## config.mk

```make
export PLATFORM = sky130hd
export DESIGN_NAME = alu_cmd_sequencer
export DESIGN_NICKNAME = d
export VERILOG_FILES = /design/src/rtl/alu_pkg.sv /design/src/rtl/alu_cmd_sequencer.sv
export SDC_FILE = /design/constraint.sdc
export NUM_CORES = 1
export LEC_CHECK = 0
export BUFFER_PORTS_ARGS = -buffer_cell sky130_fd_sc_hd__buf_2
export CAP_MARGIN = 5
export CORE_MARGIN = 2
export CORE_UTILIZATION = 45
export CTS_BUF_LIST = sky130_fd_sc_hd__clkbuf_8
export CTS_CLUSTER_SIZE = 30
export DETAILED_ROUTE_END_ITERATION = 16
export GPL_ROUTABILITY_DRIVEN = 0
export HOLD_SLACK_MARGIN = 0.03
export PLACE_DENSITY = 0.78
export SYNTH_ARGS = -nofsm -noshare
export SYNTH_HDL_FRONTEND = slang
export SYNTH_SLANG_ARGS = --single-unit
```

## constraint.sdc

```tcl
create_clock -name clk -period 1.2 [get_ports clk]
set_input_delay 0.06 -clock clk [delete_from_list [all_inputs] [get_ports clk]]
set_output_delay 0.06 -clock clk [all_outputs]
set_load 0.01 [all_outputs]
```

## src/rtl/alu_pkg.sv

```systemverilog
// Shared definitions for the ALU command path: opcode encodings, default widths, sequencer states.
// Opcode values must track the ALU_Sel decode of the combinational ALU.
package alu_pkg;
    localparam int ALU_WIDTH = 8;
    localparam int ALU_OP_W  = 4;

    localparam logic [3:0] ALU_ADD  = 4'b0000;
    localparam logic [3:0] ALU_SUB  = 4'b0001;
    localparam logic [3:0] ALU_MUL  = 4'b0010;
    localparam logic [3:0] ALU_DIV  = 4'b0011;
    localparam logic [3:0] ALU_SHL  = 4'b0100;
    localparam logic [3:0] ALU_SHR  = 4'b0101;
    localparam logic [3:0] ALU_ROL  = 4'b0110;
    localparam logic [3:0] ALU_ROR  = 4'b0111;
    localparam logic [3:0] ALU_AND  = 4'b1000;
    localparam logic [3:0] ALU_OR   = 4'b1001;
    localparam logic [3:0] ALU_XOR  = 4'b1010;
    localparam logic [3:0] ALU_NOR  = 4'b1011;
    localparam logic [3:0] ALU_NAND = 4'b1100;
    localparam logic [3:0] ALU_XNOR = 4'b1101;
    localparam logic [3:0] ALU_GT   = 4'b1110;
    localparam logic [3:0] ALU_EQ   = 4'b1111;

    typedef enum logic [1:0] {IDLE, SETTLE, RESP} seq_state_t;
endpackage

```

## src/rtl/alu_cmd_sequencer.sv

```systemverilog
// Registered front-end for the combinational ALU: holds operands SETTLE_CYCLES edges, captures result.
// One command in flight; rsp_* held while stalled, cmd_ready only in IDLE.
module alu_cmd_sequencer
    import alu_pkg::*;
#(
    parameter int WIDTH         = ALU_WIDTH,
    parameter int OP_W          = ALU_OP_W,
    parameter int SETTLE_CYCLES = 1
) (
    input  logic             clk,
    input  logic             rst_n,
    input  logic             cmd_valid,
    output logic             cmd_ready,
    input  logic [OP_W-1:0]  cmd_op,
    input  logic [WIDTH-1:0] cmd_a,
    input  logic [WIDTH-1:0] cmd_b,
    input  logic             cmd_use_acc,
    input  logic             acc_clr,
    output logic [WIDTH-1:0] alu_a,
    output logic [WIDTH-1:0] alu_b,
    output logic [OP_W-1:0]  alu_sel,
    input  logic [WIDTH-1:0] alu_out,
    input  logic             alu_carry,
    output logic             rsp_valid,
    input  logic             rsp_ready,
    output logic [WIDTH-1:0] rsp_data,
    output logic             rsp_carry,
    output logic             rsp_zero,
    output logic             rsp_dz,
    output logic [WIDTH-1:0] acc
);
    localparam int CNT_W = (SETTLE_CYCLES > 1) ? $clog2(SETTLE_CYCLES) : 1;

    if (SETTLE_CYCLES < 1) begin : g_bad_settle
        $error("alu_cmd_sequencer: SETTLE_CYCLES must be at least 1");
    end

    seq_state_t       state;
    logic [CNT_W-1:0] cnt;
    logic [WIDTH-1:0] acc_eff;

    assign cmd_ready = (state == IDLE);
    // A clear arriving with the accept must already be visible to an accumulator-sourced operand.
    assign acc_eff   = acc_clr ? '0 : acc;

    always_ff @(posedge clk or negedge rst_n) begin
        if (!rst_n) begin
            state     <= IDLE;
            cnt       <= '0;
            alu_a     <= '0;
            alu_b     <= '0;
            alu_sel   <= '0;
            rsp_valid <= 1'b0;
            rsp_data  <= '0;
            rsp_carry <= 1'b0;
            rsp_zero  <= 1'b0;
            rsp_dz    <= 1'b0;
            acc       <= '0;
        end else begin
            case (state)
                IDLE: begin
                    if (acc_clr) acc <= '0;
                    if (cmd_valid) begin
                        alu_a   <= cmd_use_acc ? acc_eff : cmd_a;
                        alu_b   <= cmd_b;
                        alu_sel <= cmd_op;
                        cnt     <= CNT_W'(SETTLE_CYCLES - 1);
                        state   <= SETTLE;
                    end
                end
                SETTLE: begin
                    if (cnt == '0) begin
                        // Capture edge: the new result owns acc, a concurrent clear is dropped.
                        rsp_data  <= alu_out;
                        rsp_carry <= alu_carry & (alu_sel == OP_W'(ALU_ADD));
                        rsp_zero  <= (alu_out == '0);
                        rsp_dz    <= (alu_sel == OP_W'(ALU_DIV)) & (alu_b == '0);
                        acc       <= alu_out;
                        rsp_valid <= 1'b1;
                        state     <= RESP;
                    end else begin
                        cnt <= cnt - 1'b1;
                        if (acc_clr) acc <= '0;
                    end
                end
                RESP: begin
                    if (acc_clr) acc <= '0;
                    if (rsp_ready) begin
                        rsp_valid <= 1'b0;
                        state     <= IDLE;
                    end
                end
                default: state <= IDLE;
            endcase
        end
    end
endmodule

```

Word-level counts from Yosys, hierarchy flattened
Cells that the tools add are included.
{"block": "word_totals", "ff_bits": 43, "inputBits": 35, "output_inout_bits": 41}
{"block": "classes", "addsub": 1, "n_eq_ne": 6, "muxes": 14, "bitwise_logic": 3, "n_reduce_logical": 13}
{"operator": "$mux 8", "n": 3}
{"operator": "$logic_not 8->1", "n": 2}
{"operator": "$pmux 8 s2", "n": 1}
{"operator": "$mux 2", "n": 3}
{"operator": "$ne 2x2->1 const B", "n": 3}
{"operator": "$pmux 2 s3", "n": 1}
{"operator": "$reduce_and 2->1", "n": 3}
{"operator": "$reduce_and 3->1", "n": 2}
{"operator": "$reduce_bool 2->1", "n": 3}
{"operator": "$eq 4x2->1 const B", "n": 1}
{"operator": "$logic_not 4->1", "n": 1}
{"operator": "$mux 1", "n": 4}
{"operator": "$pmux 1 s2", "n": 2}
{"operator": "$and 1x1->1", "n": 2}
{"operator": "$eq 2x1->1 const B", "n": 1}
{"operator": "$eq 2x2->1 const B", "n": 1}
{"operator": "$logic_not 2->1", "n": 1}
{"operator": "$reduce_or 2->1", "n": 1}
{"operator": "$not 1->1", "n": 1}
{"operator": "$sub 1x1->1 const B", "n": 1}

Logic depth before layout (Yosys ltp)
Gate-level depths: netlist (run 1).
{"block": "depth", "ltp_word": 3, "mapped_depth": 5, "depth_no_buf": 3}

Worst setup path after synthesis (run 1)
No wires, ideal clock.
{"block": "synth_timing", "kind": "reg-to-reg", "startpoint": "reg state[1]", "endpoint": "reg alu_b[7]", "setup_ns": 0.125, "arrival_ns": 1.113, "setup_slack_ns": -0.037, "stages_incl_launch_ff": 4, "n_path_buf": 1, "synth_period_minus_slack_ns": 1.237, "path_cell_list": "dfrtp_1 nor3b_2 buf_2 mux2_2"}
{"block": "synth_via", "elab_chain_cells": 2}
{"element": "from (decl)", "line": "alu_cmd_sequencer.sv:38", "source": "seq_state_t state;"}
{"element": "from (signal assigned)", "line": "alu_cmd_sequencer.sv:48", "source": "state <= IDLE;"}
{"element": "from (signal assigned)", "line": "alu_cmd_sequencer.sv:68", "source": "state <= SETTLE;"}
{"element": "from (signal assigned)", "line": "alu_cmd_sequencer.sv:80", "source": "state <= RESP;"}
{"element": "$logic_not 2->1", "line": "alu_cmd_sequencer.sv:60", "source": "case (state)"}
{"element": "$reduce_and 2->1 (no line)"}
{"element": "to (signal assigned)", "line": "alu_cmd_sequencer.sv:65", "source": "alu_b <= cmd_b;"}
{"element": "to (decl)", "line": "alu_cmd_sequencer.sv:20", "source": "output logic [WIDTH-1:0] alu_b,"}
No other way between the ends.
A chain may end at the register's enable or synchronous reset.

Worst setup path in the final report (run 1)
{"block": "layout_timing", "startpoint": "reg state[0]", "endpoint": "reg alu_b[1]"}
The elaborated chain is that of the path after synthesis.

==> results of run 1 <==
[logic make-up after synthesis]
family                 count (synthesis)
multiplexers                          34
AND/OR/NAND/NOR                       44
flip-flops                            42
buffers and inverters                 10
AO/OA/AOI/OAI                         22
[area by class of cell]
cell class	count	area share, %
Sequential cell	42	37.69
Multi-Input combinational cell	100	30.33
Timing Repair Buffer	108	26.87
Clock buffer	5	2.467
Tap cell	50	2.243
Clock inverter	2	0.2692
Inverter	1	0.1346
[Yosys cell counts (all sizes together)]
master,n
o21ai,5
nor2,16
nor4b,1
nand2b,6
buf,8
nand4,1
nor4,3
a31oi,2
dfrtp,42
inv,1
nand3b,2
clkbuf,1
mux2,22
mux2i,12
a21oi,14
nor2b,7
nor3b,1
a32o,1
nor3,1
nand2,6
[power by group]
group / switching [mW] / leakage [nW] / internal, mW
Combinational: 1.56 / 0.838 / 1.96
Clock: 0.450 / 0.0466 / 0.384
Sequential: 0.526 / 0.505 / 2.08
Total: 2.54 / 1.39 / 4.42
[per-stage QoR]
step	worst slack, ps	util (%)	cell area, um2
after global placement	-87.97	58.98	2342
final	-202.1	70.23	2789
after CTS	-129.4	67.27	2671
after detailed placement	-120.7	58.98	2342
after floorplan	-21.87	-	1862
after global routing	-244.2	70.23	2789
[layout by cell type (no fill, tap or decap), types with 5 or more instances in the layout]
master         netlist  routed
dlygate4sd3_1        0      15
clkbuf_8             0       5
nor2_1              16      15
nand2b_1             6       5
buf_2                4      75
dfrtp_1             42      42
nor2b_1              7       7
buf_4                1       6
mux2i_1             12      12
buf_6                3       7
mux2_4               4      20
a21oi_1             14      14
[worst paths after layout]
path	startpoint	to	slack (ps)	cells after the start
max in group asynchronous	rst_n	rsp_data[3]	670	3
min in group asynchronous	rst_n	alu_b[2]	310	3
max reg2reg	state[0]	alu_b[1]	-200	4
min	cmd_a[0]	alu_a[0]	40	3
max	state[0]	alu_b[1]	-200	4
min reg2reg	rsp_zero	rsp_zero	480	2
[per-layer routing]
metal	GRT usage, %	part of all wire (%)	up-vias
met5	0	0	-
met4	8.500	2.0	0
met3	3.947	3.9	12
met2	34.95	53	45
met1	28.60	41	743
li1	-	-	746
[state kept, by name, indices dropped and copies added, names as in the netlist, 2 cells and up]
name / flops
alu_b: 8
alu_a: 8
rsp_data: 8
acc: 8
state: 2
alu_sel: 4
[worst max-delay path, delay by kind of cell, from the launching register on]
| family | cells | cell delay (ps) |
|---|---|---|
| DFF | 1 | 440 |
| and+or+nand+nor | 1 | 290 |
| muxes | 1 | 300 |
| buffers and inverters | 2 | 270 |
[what timing repair did]
item,in CTS,in global routing
pin swaps,1,2
gates resized for setup,15,23
hold buffers,15,0
endpoints found under the hold margin,56,0
buffers inserted,3,5
setup endpoints to repair,26,33
cloned,1,1
==> results.cfg, run 1 <==
[sta]
clock_skew_ps = 6.536
timing.setup.tns_ps = -3531
max_freq_mhz = 713.2
period_needed_ps = 1402
final_max_slew_viol_count = 0
worst_pin_slew_ps = 307.8
min_period_over_period_pct = 116.8
fin_ws_ps = -202.1
setup_violations = 33
rsz0062_at_grt = true
slew_headroom_pct = 79.29
finalHoldViolCount = 0
hold_ws_ps = 43.49

[power]
powerDensity_mw_per_mm2 = 2496
p_total_mw = 6.961
power.leakage_nw = 1.390
vdd_drop_max_mv = 1.105

[cts]
cts-root-buf = clkbuf_8
cts.clk_slew.worst_paths_ps = 80
insertion_delay_ps = 280
cts.sinks = 42
cts-buffers-inserted = 5
cts_tree = yes
clk_path_buf_depth = 2
htreeDepth = 2

[finish]
nFillCells = 287
stdcell_count = 308
multi_input_area_um2 = 845.8
antennaDiodeCount = 0
final-seq-area_mm2 = 0.001051
syn_to_final_growth_pct = 50.61
nets = 293
layout-drive-gt1-share_pct = 50.39

[setup_path]
path_cells = nor3b_4, buf_6, buf_12, mux2_4
crit_required_ps = 1380
cp.arrival_ps = 1580
max_stage_delay_ps = 440
startpoint_type = flip-flop
worstSetupEndpointType = flip-flop
cp_slowest_cell = dfrtp_1
path_max_fanout = 6
critPathKind = reg2reg

[route]
drt_iter0_markers = 134
drc = 0
dr_total_vias = 1546
via_per_inst = 5.019
antenna_left = 0
dr.pass1.iters = 4
wl_per_cell_um = 16.61
totalWireLength_mm = 5.115

[yosys]
synth_adder_area_share_pct = 0
yosys-top-cells-area = dfrtp_1 57%, mux2_2 11%, mux2i_1 6.5%
syn_area_per_cell_um2 = 12.18
synth.distinct_cells = 23
synthSimpleGateAreaFrac_pct = 12.43
synth.area.mux_share_pct = 20.68
synth_nets = 187
synth_seq_cells = 42
synth_top_family_by_area = multiplexers
yosys.area.top_type = dfrtp_1
yosys.area.top_type_share_pct = 56.76
syn_area_mm2 = 0.001852
synth_compound_area_share_pct = 6.351
yosys_warnings = 0
ys_seq_area_share_pct = 56.76
syn_inst = 152
synthXorXnorAreaFrac_pct = 0

[floorplanning]
core_area_mm2 = 0.003971
start_util_pct = 46.63
ios = 76
die_area_mm2 = 0.004644
fp.dieH_um = 68.15
placementRows = 23
die_x_um = 68.15

[flow_run]
maxCapViolCount = 0

[grt]
grt_max_degree = 43
grt_pass1_wl_mm = 7.189
grt_use_total_pct = 21.55
antenna_found_initial = 0
grt_pass1_vias = 1412
overflow = 0

[place]
portBuffers = 75
hpwlAfterDp_mm = 3.007
dpl.cell_count = 277

[status]
outcome = finished, violations left
violations = setup timing

[hold_path]
hp-class = in2reg
Power figures use the tool's default switching activity.
==> run 2: changes to the inputs <==
Settings changed: CORE_ASPECT_RATIO set to 0.9.
==> run 2 against run 1 <==
The flow still finishes with violations (setup timing). Via count grew 2.3%. Clock-buffer cell count stayed put. Non-clock buffer count up 1. Utilization is 0.35 points higher. Combinational power increased by 3%. Largest cell class unchanged. Highest routed layer unchanged.
==> results.cfg, run 2 (synthesis gave the netlist of run 1 again) <==
[status]
outcome = finished, violations left
violations = setup timing

[floorplanning]
ios = 76
placementRows = 22
core_area_mm2 = 0.004019
start_util_pct = 46.08
fp.dieH_um = 64.86
die_area_mm2 = 0.004645
die_x_um = 71.62

[setup_path]
critPathKind = reg2reg
path_cells = nor3b_4, buf_6, mux2_4
worstSetupEndpointType = flip-flop
timing.rr.start = state[1]
path_max_fanout = 8
crit_required_ps = 1380
max_stage_delay_ps = 460
cp.arrival_ps = 1500
ff2ff_path_depth = 3
cp_slowest_cell = dfrtp_2
regToRegSetupSlack_ps = -120
startpoint_type = flip-flop
reg2reg_to = alu_b[3]

[sta]
period_needed_ps = 1324
clock_skew_ps = 6.848
finalHoldViolCount = 0
fin_ws_ps = -124.2
slew_headroom_pct = 69.63
min_period_over_period_pct = 110.3
hold_ws_ps = 35.29
worst_pin_slew_ps = 455.5
setup_violations = 33
max_freq_mhz = 755.2
rsz0062_at_grt = true
timing.setup.tns_ps = -2272
final_max_slew_viol_count = 0

[finish]
stdcell_count = 308
final_common_cell = buf_2
layout-drive-gt1-share_pct = 54.05
syn_to_final_growth_pct = 53.18
nets = 294
final_cell_mix = 75 x buf_2, 41 x dfrtp_1, 16 x mux2_4, 15 x dlygate4sd3_1, 12 x mux2i_1

[power]
p_comb_share_pct = 50.2
p_total_mw = 7.194
power.leakage_nw = 1.374
power_frac_seq_pct = 38.0
swShare_pct = 37.73
powerDensity_mw_per_mm2 = 2536
pwr-share-clk_pct = 11.8
p_switching_mw = 2.714
internal_power_mw = 4.480
vdd_drop_max_mv = 1.682

[grt]
grt_use_total_pct = 21.94
grt_pass1_wl_mm = 7.645
overflow = 0
grt_pass1_vias = 1547
antenna_found_initial = 1
grt_max_degree = 25

[place]
hpwlAfterDp_mm = 3.079
portBuffers = 75
dpl.cell_count = 274
place_ws_ps = -89.88

[cts]
cts_tree = yes
cts-root-buf = clkbuf_8
htreeDepth = 2
clk_path_buf_depth = 2
cts.sinks = 42
cts-buffers-inserted = 5
insertion_delay_ps = 290
cts.clk_slew.worst_paths_ps = 80

[flow_run]
maxCapViolCount = 0

[route]
dr_total_vias = 1581
totalWireLength_mm = 5.364
via_per_inst = 5.133
drc = 0
drt_iter0_markers = 75
wl_per_cell_um = 17.42
antenna_left = 0
dr.pass1.iters = 4

[hold_path]
min_from = cmd_a[1]
hold_depth = 3
hp-class = in2reg
hold_end = alu_a[1]
## run 2: through the flow
step | util [%] | area, um2
2_1_floorplan | - | 1862
6_report | 70.58 | 2836
5_1_grt | 70.58 | 2836
3_3_place_gp | 57.72 | 2320
3_5_place_dp | 57.72 | 2320
4_1_cts | 66.25 | 2663
## run 2: cell type report
type	instances	area [um2]
Sequential cell	42	1052
Inverter	1	3.754
Fill cell	268	1182
Tap cell	48	60.06
Clock inverter	2	7.507
Timing Repair Buffer	109	749.5
Clock buffer	5	68.82
Antenna cell	1	2.502
Multi-Input combinational cell	100	892.1
## run 2: layer usage
layer,track usage (%),vias to the layer above,part of all wire (%)
met5,0,-,0
met4,9.906,0,1.9
met3,5.288,9,4.2
met2,35.53,46,51
met1,27.85,782,43
li1,-,744,-
## run 2: how the worst max path moves through the flow
stage / from / endpoint / slack [ps] / cells past startpoint
5_1_grt: state[1] / alu_a[0] / -160 / 5
6_report: state[1] / alu_b[3] / -120 / 3
4_1_cts: state[1] / alu_b[1] / -80 / 3
2_1_floorplan: state[1] / alu_b[0] / -20 / 3
3_3_place_gp: state[0] / alu_sel[3] / -50 / 3
3_5_place_dp: state[0] / alu_b[1] / -90 / 3
## run 2: critical path: cells and delay by family, from the launching register on
kind | cells | cell delay [ps]
multiplexers | 1 | 310
flip-flops | 1 | 460
AND/OR/NAND/NOR | 1 | 250
buffers and inverters | 1 | 190
## run 2: power by group through the flow
stage / clock, mW / sequential [mW] / combinational, mW
2_1_floorplan: 0 / 2.81 / 1.39
3_5_place_dp: 0 / 2.55 / 2.72
3_3_place_gp: 0 / 2.54 / 2.65
6_report: 0.851 / 2.74 / 3.61
5_1_grt: 0.924 / 2.82 / 3.86
4_1_cts: 0.832 / 2.56 / 3.08
## run 2: timing repair
item,CTS,global route
endpoints found under the hold margin,32,0
pin swaps,1,3
gates cloned,1,1
hold buffers,15,0
buffers inserted,2,8
gates resized for setup,20,28
endpoints found under the setup margin,32,33
